--- config.mk ---
export PLATFORM = sky130hd
export DESIGN_NAME = axi_wr_back_burst_issuer
export DESIGN_NICKNAME = d
export VERILOG_FILES = /design/src/rtl/axi_wr_back_burst_issuer_pkg.sv /design/src/rtl/axi_wr_back_burst_issuer_skid_buf.sv /design/src/rtl/axi_wr_back_burst_issuer.sv
export SDC_FILE = /design/constraint.sdc
export NUM_CORES = 1
export LEC_CHECK = 0
export ABC_AREA = 1
export CAP_MARGIN = 40
export CORE_MARGIN = 3
export CORE_UTILIZATION = 46
export DETAILED_ROUTE_END_ITERATION = 6
export PLACE_DENSITY = 0.82
export SLEW_MARGIN = 20
export SYNTH_ARGS = -nofsm -noshare
export SYNTH_HDL_FRONTEND = slang
export SYNTH_SLANG_ARGS = --single-unit
--- constraint.sdc ---
create_clock -name rclk -period 3.19 [get_ports rclk]
set_input_delay 0.638 -clock rclk [delete_from_list [all_inputs] [get_ports rclk]]
set_output_delay 0.638 -clock rclk [all_outputs]
set_load 0.01 [all_outputs]
--- src/rtl/axi_wr_back_burst_issuer_pkg.sv ---
// ---------------------------------------------------------------------------
// axi_wr_back_burst_issuer_pkg
// Shared definitions for the write-back burst issuer: the FSM state encoding,
// the AXI constants the issuer drives or compares against, and helpers that
// derive burst geometry from the module parameters.
// ---------------------------------------------------------------------------
package axi_wr_back_burst_issuer_pkg;

   // Burst sequencing: wait for data, address phase, data phase, response.
   typedef enum logic [1:0] {
      ST_IDLE = 2'd0,
      ST_AW   = 2'd1,
      ST_W    = 2'd2,
      ST_B    = 2'd3
   } state_e;

   localparam logic [1:0] BURST_INCR = 2'b01;
   localparam logic [1:0] RESP_OKAY  = 2'b00;

   // Beat counters must hold values up to 256 (the longest AXI4 INCR burst).
   localparam int unsigned LEN_W = 9;

   // Bytes covered by one full burst.
   function automatic int unsigned calc_burst_bytes(input int unsigned beats,
                                                    input int unsigned data_width);
      return beats * (data_width / 8);
   endfunction

   // AXI AxSIZE encoding: log2 of the bytes per beat.
   function automatic logic [2:0] calc_awsize(input int unsigned data_width);
      int unsigned bytes;
      logic [2:0]  size;
      bytes = data_width / 8;
      size  = '0;
      for (int i = 0; i < 8; i++) begin
         if ((32'd1 << i) == bytes) size = 3'(i);
      end
      return size;
   endfunction

endpackage

--- src/rtl/axi_wr_back_burst_issuer_skid_buf.sv ---
// ---------------------------------------------------------------------------
// wr_back_skid_buf
// Two-entry valid/ready buffer sitting behind a read port with one cycle of
// read latency (a FIFO read side). The caller asserts rd_req_i when it pops
// the source; the data appearing on rd_data_i the following cycle is captured
// here. space_o tells the caller it may issue another pop this cycle without
// ever overflowing, while still sustaining one beat per cycle downstream.
//
// Ports:
//   clk_i, rst_i      clock, synchronous active-high reset
//   rd_req_i          a pop was issued to the source this cycle
//   rd_data_i         source data, valid the cycle after rd_req_i
//   out_valid_o       buffer holds at least one entry
//   out_data_o        oldest entry
//   out_ready_i       downstream consumes the head when out_valid_o is set
//   space_o           another pop may be issued this cycle
// ---------------------------------------------------------------------------
module wr_back_skid_buf #(
   parameter int unsigned DATA_WIDTH = 32
) (
   input  logic                  clk_i,
   input  logic                  rst_i,
   input  logic                  rd_req_i,
   input  logic [DATA_WIDTH-1:0] rd_data_i,
   input  logic                  out_ready_i,
   output logic                  out_valid_o,
   output logic [DATA_WIDTH-1:0] out_data_o,
   output logic                  space_o
);

   logic [DATA_WIDTH-1:0] mem_q [2];
   logic                  wr_ptr_q;
   logic                  rd_ptr_q;
   logic [1:0]            count_q;
   logic                  inflight_q;
   logic                  push;
   logic                  pop;
   logic [2:0]            occupancy;

   assign push        = inflight_q;
   assign out_valid_o = (count_q != 2'd0);
   assign out_data_o  = mem_q[rd_ptr_q];
   assign pop         = out_valid_o && out_ready_i;

   // Entries that will exist once this cycle settles: what is stored, plus the
   // word already on its way from the source, minus the head leaving now.
   // Counting the departing head is what lets a pop go out every cycle while
   // the downstream side keeps accepting.
   assign occupancy = {1'b0, count_q} + {2'b00, inflight_q} - {2'b00, pop};
   assign space_o   = (occupancy < 3'd2);

   // Storage has no reset; only the pointers and count define what is valid.
   always_ff @(posedge clk_i) begin
      if (push) mem_q[wr_ptr_q] <= rd_data_i;
   end

   // Pointer and occupancy bookkeeping; a pop issued last cycle lands now.
   always_ff @(posedge clk_i) begin
      if (rst_i) begin
         wr_ptr_q   <= 1'b0;
         rd_ptr_q   <= 1'b0;
         count_q    <= 2'd0;
         inflight_q <= 1'b0;
      end else begin
         inflight_q <= rd_req_i;
         if (push) wr_ptr_q <= ~wr_ptr_q;
         if (pop)  rd_ptr_q <= ~rd_ptr_q;
         count_q <= count_q + {1'b0, push} - {1'b0, pop};
      end
   end

endmodule

--- src/rtl/axi_wr_back_burst_issuer.sv ---
// ---------------------------------------------------------------------------
// axi_wr_back_burst_issuer
// Drains the read side of the write-back FIFO into memory as AXI4 INCR write
// bursts, one burst outstanding at a time, walking a ring of addresses
// [BASE_ADDR, BASE_ADDR+WINDOW_BYTES). Runs entirely in the FIFO read clock.
//
// Ports:
//   rclk, rrst               FIFO read clock, synchronous active-high reset
//   enable, flush            start gating; flush allows a short final burst
//   rd_water_level, rempty   FIFO read-side occupancy and empty flag
//   r_en, rdata              FIFO pop and data (data one cycle after pop)
//   m_axi_aw*                write address channel
//   m_axi_w*                 write data channel
//   m_axi_b*                 write response channel
//   busy                     a burst is in progress
//   resp_err                 sticky: a non-OKAY response was seen
//   burst_cnt                completed bursts, wrapping
// ---------------------------------------------------------------------------
module axi_wr_back_burst_issuer
   import axi_wr_back_burst_issuer_pkg::*;
#(
   parameter int unsigned           DATA_WIDTH   = 32,
   parameter int unsigned           ADDR_WIDTH   = 32,
   parameter int unsigned           DEPTH_WIDTH  = 9,
   parameter int unsigned           BURST_LEN    = 16,
   parameter logic [ADDR_WIDTH-1:0] BASE_ADDR    = '0,
   parameter int unsigned           WINDOW_BYTES = 65536
) (
   input  logic                    rclk,
   input  logic                    rrst,
   input  logic                    enable,
   input  logic                    flush,
   input  logic [DEPTH_WIDTH:0]    rd_water_level,
   input  logic                    rempty,
   output logic                    r_en,
   input  logic [DATA_WIDTH-1:0]   rdata,
   output logic [ADDR_WIDTH-1:0]   m_axi_awaddr,
   output logic [7:0]              m_axi_awlen,
   output logic [2:0]              m_axi_awsize,
   output logic [1:0]              m_axi_awburst,
   output logic                    m_axi_awvalid,
   input  logic                    m_axi_awready,
   output logic [DATA_WIDTH-1:0]   m_axi_wdata,
   output logic [DATA_WIDTH/8-1:0] m_axi_wstrb,
   output logic                    m_axi_wlast,
   output logic                    m_axi_wvalid,
   input  logic                    m_axi_wready,
   input  logic [1:0]              m_axi_bresp,
   input  logic                    m_axi_bvalid,
   output logic                    m_axi_bready,
   output logic                    busy,
   output logic                    resp_err,
   output logic [31:0]             burst_cnt
);

   localparam int unsigned           BURST_BYTES = calc_burst_bytes(BURST_LEN, DATA_WIDTH);
   localparam logic [2:0]            AWSIZE      = calc_awsize(DATA_WIDTH);
   localparam logic [ADDR_WIDTH:0]   WINDOW_END  = {1'b0, BASE_ADDR} + (ADDR_WIDTH+1)'(WINDOW_BYTES);
   localparam logic [DEPTH_WIDTH:0]  FULL_LEVEL  = (DEPTH_WIDTH+1)'(BURST_LEN);
   localparam logic [LEN_W-1:0]      FULL_LEN    = LEN_W'(BURST_LEN);

   state_e                state_q, state_d;
   logic [LEN_W-1:0]      len_q, len_d;
   logic [LEN_W-1:0]      popped_q, popped_d;
   logic [LEN_W-1:0]      beat_q, beat_d;
   logic [ADDR_WIDTH-1:0] awaddr_q, awaddr_d;
   logic                  resp_err_q, resp_err_d;
   logic [31:0]           burst_cnt_q, burst_cnt_d;

   logic                  buf_valid;
   logic [DATA_WIDTH-1:0] buf_data;
   logic                  buf_space;
   logic                  buf_ready;
   logic                  rd_req;
   logic                  w_fire;
   logic                  last_beat;
   logic [ADDR_WIDTH:0]   next_addr;

   wr_back_skid_buf #(
      .DATA_WIDTH (DATA_WIDTH)
   ) u_skid (
      .clk_i       (rclk),
      .rst_i       (rrst),
      .rd_req_i    (rd_req),
      .rd_data_i   (rdata),
      .out_ready_i (buf_ready),
      .out_valid_o (buf_valid),
      .out_data_o  (buf_data),
      .space_o     (buf_space)
   );

   assign buf_ready = m_axi_wready && (state_q == ST_W);
   assign w_fire    = m_axi_wvalid && m_axi_wready;
   assign last_beat = (beat_q == len_q - LEN_W'(1));

   // One extra bit so the end-of-window compare cannot be fooled by overflow.
   assign next_addr = {1'b0, awaddr_q} + (ADDR_WIDTH+1)'(BURST_BYTES);

   assign r_en          = rd_req;
   assign m_axi_awaddr  = awaddr_q;
   assign m_axi_awlen   = 8'(len_q - LEN_W'(1));
   assign m_axi_awsize  = AWSIZE;
   assign m_axi_awburst = BURST_INCR;
   assign m_axi_wvalid  = (state_q == ST_W) && buf_valid;
   assign m_axi_wdata   = buf_data;
   assign m_axi_wstrb   = '1;
   assign m_axi_wlast   = m_axi_wvalid && last_beat;
   assign busy          = (state_q != ST_IDLE);
   assign resp_err      = resp_err_q;
   assign burst_cnt     = burst_cnt_q;

   // Burst sequencing. The IDLE decision uses the registered water level, so
   // returning to IDLE for a cycle after every burst lets the level catch up
   // with the pops just made. Every burst, full or partial, advances the
   // address by a whole burst so bursts stay aligned and never cross 4 KB.
   always_comb begin
      state_d       = state_q;
      len_d         = len_q;
      popped_d      = popped_q;
      beat_d        = beat_q;
      awaddr_d      = awaddr_q;
      resp_err_d    = resp_err_q;
      burst_cnt_d   = burst_cnt_q;
      rd_req        = 1'b0;
      m_axi_awvalid = 1'b0;
      m_axi_bready  = 1'b0;

      case (state_q)
         ST_IDLE: begin
            popped_d = '0;
            beat_d   = '0;
            if (enable && (rd_water_level >= FULL_LEVEL)) begin
               len_d   = FULL_LEN;
               state_d = ST_AW;
            end else if (enable && flush && (rd_water_level != '0)) begin
               len_d   = LEN_W'(rd_water_level);
               state_d = ST_AW;
            end
         end
         ST_AW: begin
            m_axi_awvalid = 1'b1;
            if (m_axi_awready) state_d = ST_W;
         end
         ST_W: begin
            rd_req = (popped_q < len_q) && !rempty && buf_space;
            if (rd_req) popped_d = popped_q + LEN_W'(1);
            if (w_fire) begin
               beat_d = beat_q + LEN_W'(1);
               if (last_beat) state_d = ST_B;
            end
         end
         ST_B: begin
            m_axi_bready = 1'b1;
            if (m_axi_bvalid) begin
               if (m_axi_bresp != RESP_OKAY) resp_err_d = 1'b1;
               burst_cnt_d = burst_cnt_q + 32'd1;
               awaddr_d    = (next_addr >= WINDOW_END) ? BASE_ADDR : next_addr[ADDR_WIDTH-1:0];
               state_d     = ST_IDLE;
            end
         end
         default: state_d = ST_IDLE;
      endcase
   end

   // State register. A reset in mid-burst simply abandons it; the FIFO is
   // expected to be reset in the same event so no stale words remain.
   always_ff @(posedge rclk) begin
      if (rrst) begin
         state_q     <= ST_IDLE;
         len_q       <= LEN_W'(1);
         popped_q    <= '0;
         beat_q      <= '0;
         awaddr_q    <= BASE_ADDR;
         resp_err_q  <= 1'b0;
         burst_cnt_q <= '0;
      end else begin
         state_q     <= state_d;
         len_q       <= len_d;
         popped_q    <= popped_d;
         beat_q      <= beat_d;
         awaddr_q    <= awaddr_d;
         resp_err_q  <= resp_err_d;
         burst_cnt_q <= burst_cnt_d;
      end
   end

endmodule
==> flow_summary.json <==
{
  "wire_per_inst_um": 15.33,
  "power_frac_seq": 0.411,
  "reg2reg_from": "state_q[0]$_SDFFE_PP0P_",
  "total_power_uw": 5362,
  "io_buffers": 156,
  "fin_crit_ps": 3169,
  "synth_seq_area_share": 0.4763,
  "crit_type": "reg2out",
  "hold_violations": 0,
  "synth_area_leaders": "edfxtp_1 (24%), dfxtp_1 (24%), nand2_1 (9.3%), nor2_1 (5.5%), inv_1 (4.7%)",
  "die_area_um2": 18980,
  "relSlewSlack": 0.4995,
  "reg2reg_slack_ps": 50,
  "first_pass_iters": 5,
  "fin_ws_ps": 20.58,
  "clockBufferDepth": 2,
  "pre_cts_ws_ps": -461.1,
  "critPathCaptureType": "primary output",
  "clock_sink_count": 158,
  "vdd_drop_max_mv": 0.3564,
  "synth-seq-cells": 158,
  "clk_pin_slew_ps": 60,
  "rows": 47,
  "via_per_inst": 5.155,
  "p_comb_frac": 0.207,
  "rsz0062_at_grt": "true",
  "syn-cell-area_um2": 7986,
  "fin_skew_ps": 9.196,
  "status": "finished, final reports clean",
  "nets": 1221,
  "netlist_instances": 943,
  "cts.htree.levels": 4,
  "start_util": 0.4765,
  "cp-endpoint": "r_en",
  "pin_count": 172,
  "core_um2": 16760,
  "dr.first_iter.drc_count": 594,
  "internal_power_uw": 3914,
  "p_leak_uw": 0.004091,
  "async_flop_share": 0,
  "swShare": 0.2699,
  "critPathMaxFanout": 2,
  "max_freq_mhz": 315.5,
  "antenna_found_initial": 0,
  "timing.hold.ws_ps": 460.4,
  "gp_congestion": 0.9203,
  "grtUsageTotal": 0.2186,
  "grt-ovfl-total": 0,
  "clkPwrFrac": 0.382,
  "die_h_um": 137.8,
  "numCtsBuffers": 17,
  "final_cell_mix": "nand2_1 (195), clkdlybuf4s50_1 (152), nor2_1 (115), inv_1 (95), dfxtp_1 (92)",
  "synthDistinctLibCells": 45,
  "avgSynthCellArea_um2": 8.469,
  "power.switching_uw": 1447,
  "netlist.area_leader.share": 0.2406,
  "synth.largest_area_cell": "edfxtp_1",
  "hpwl_mm": 14.13,
  "cts_root_buf": "clkbuf_16",
  "worst_slew_pin_slew_ps": 750.7,
  "crit_path_start_kind": "flop",
  "final_common_cell": "nand2_1",
  "die_w_um": 137.8,
  "grt_max_degree": 66,
  "slew_viol_final": 0,
  "yosys_warnings": 0,
  "postRouteAntennaNets": 0,
  "cts_tree": "done",
  "via_count": 7114,
  "cp.arrival_ps": 2530,
  "grt_pass1_wl_mm": 33.13,
  "diodes": 0,
  "hold_path_class": "reg2reg",
  "area_delta_synth_final_pct": 35.25,
  "synth_edf_count": 64,
  "max_cap_viol_count": 0,
  "drc_errors": 0,
  "ff2ff_path_depth": 24,
  "fin_crit_sh": 0.9935,
  "worst_ep_required_time_ps": 2550,
  "grt_pass1_vias": 6895,
  "insertion_delay_ps": 410,
  "powerDensity_nw_per_um2": 496.4,
  "wl_mm": 21.15,
  "ys.flop_type": "dfxtp_1",
  "r2r-end": "beat_q[0]$_SDFFE_PP0P_",
  "setup_viol": 0,
  "crit_start": "state_q[0]$_SDFFE_PP0P_",
  "drive_above_1_share": 0.1474
}
[critical path, stage by stage, from the launching register on]
cell and delay, ps:
dfxtp_2 340, inv_2 60, ha_4 170, inv_4 70, a21oi_4 40, nand2_2 80
inv_2 50, ha_4 250, inv_2 40, ha_4 150, fa_2 530, inv_2 40
nand4_1 110, inv_1 60, buf_2 140
[synthesized netlist by cell type (2+ instances only)]
cell / count
nor3_4: 2
xor2_1: 23
o211ai_1: 3
dfxtp_1: 94
a21oi_1: 51
nand3_1: 63
nand2_1: 198
nor2_4: 8
o21ai_0: 22
nor4_1: 3
clkbuf_1: 14
o21a_1: 5
nand4_1: 17
nand2_2: 6
nand2_4: 3
buf_1: 5
or2_2: 2
buf_4: 15
nor3b_1: 5
nor2_1: 117
xnor2_1: 8
inv_1: 100
nor3_1: 37
mux2_2: 32
nor2_2: 2
conb_1: 2
edfxtp_1: 64
nor2_8: 2
nor3_2: 4
ha_1: 21
[per-layer routing]
layer  GRT usage  vias to the layer above  routed length, µm
met4     0.07794                        0                413
met3     0.06245                       41               1918
li1            -                     3487                  -
met2      0.3623                      288              10070
met1      0.2726                     3298               8751
met5           0                        -                  0
[cells by family (layout without fill, tap and decap cells)]
family | after synthesis | after routing | share of synthesized area
muxes | 32 | 32 | 0.04512
adders and majority gates | 22 | 22 | 0.03541
xor gates and xnor gates | 33 | 33 | 0.03885
buffers and inverters | 136 | 340 | 0.07113
AOI/OAI and AO/OA | 86 | 86 | 0.05812
other | 2 | 15 | 0.0009403
DFF | 158 | 158 | 0.4763
and+or+nand+nor | 474 | 474 | 0.2742
[worst min-delay path by stage]
stage	slack, ps	depth (start not counted)	start	endpoint
floorplan	460	2	len_q[8]$_SDFFE_PP0P_	len_q[8]$_SDFFE_PP0P_
global placement	450	2	resp_err$_SDFFE_PP0P_	resp_err$_SDFFE_PP0P_
detailed placement	460	2	resp_err$_SDFFE_PP0P_	resp_err$_SDFFE_PP0P_
CTS	470	2	resp_err$_SDFFE_PP0P_	resp_err$_SDFFE_PP0P_
global route	500	2	resp_err$_SDFFE_PP0P_	resp_err$_SDFFE_PP0P_
finish	460	2	resp_err$_SDFFE_PP0P_	resp_err$_SDFFE_PP0P_
[through the flow]
stage	cells	cell area [µm²]	util	setup TNS, ps
floorplan	956	8036	-	0
global placement	1314	9808	0.5852	-473.7
detailed placement	1314	9808	0.5852	-461.1
CTS	1379	10690	0.6381	-10.74
global route	1380	10800	0.6445	-160.1
finish	1380	10800	0.6445	0
[power by group through the flow]
stage	combinational [µW]	clock [µW]	sequential (µW)
final	1110	2050	2210
after global routing	1220	2190	2210
after CTS	1020	2090	2200
after detailed placement	964	0	2240
after global placement	941	0	2240
after floorplan	554	0	2240
[state kept, by name, indices dropped and copies added (netlist names), named ones only]
signal and cells:
popped_q 9, len_q 9, u_skid.inflight_q 1, u_skid.mem_q 64, resp_err 1, state_q 2
m_axi_awaddr 26, burst_cnt 32, beat_q 9, u_skid.count_q 2, u_skid.wr_ptr_q 1, u_skid.rd_ptr_q 1
[final cells by class]
class / count / area (µm²)
clock inverters: 8 / 103.9
flip-flops and latches: 158 / 3806
fillers: 1367 / 5958
multi-input cells: 662 / 3795
clock buffers: 24 / 504.2
inverters: 101 / 381.6
well taps: 220 / 275.3
repair buffers: 207 / 1936
[repair_timing]
item,4_1_cts,5_1_grt
endpoints found under the setup margin,2,19
buffers inserted,33,3
resized for setup,19,21
hold endpoints to repair,0,0
hold buffers,0,0
pin swaps,6,4
No activity file was read; power rests on OpenSTA's default activity.
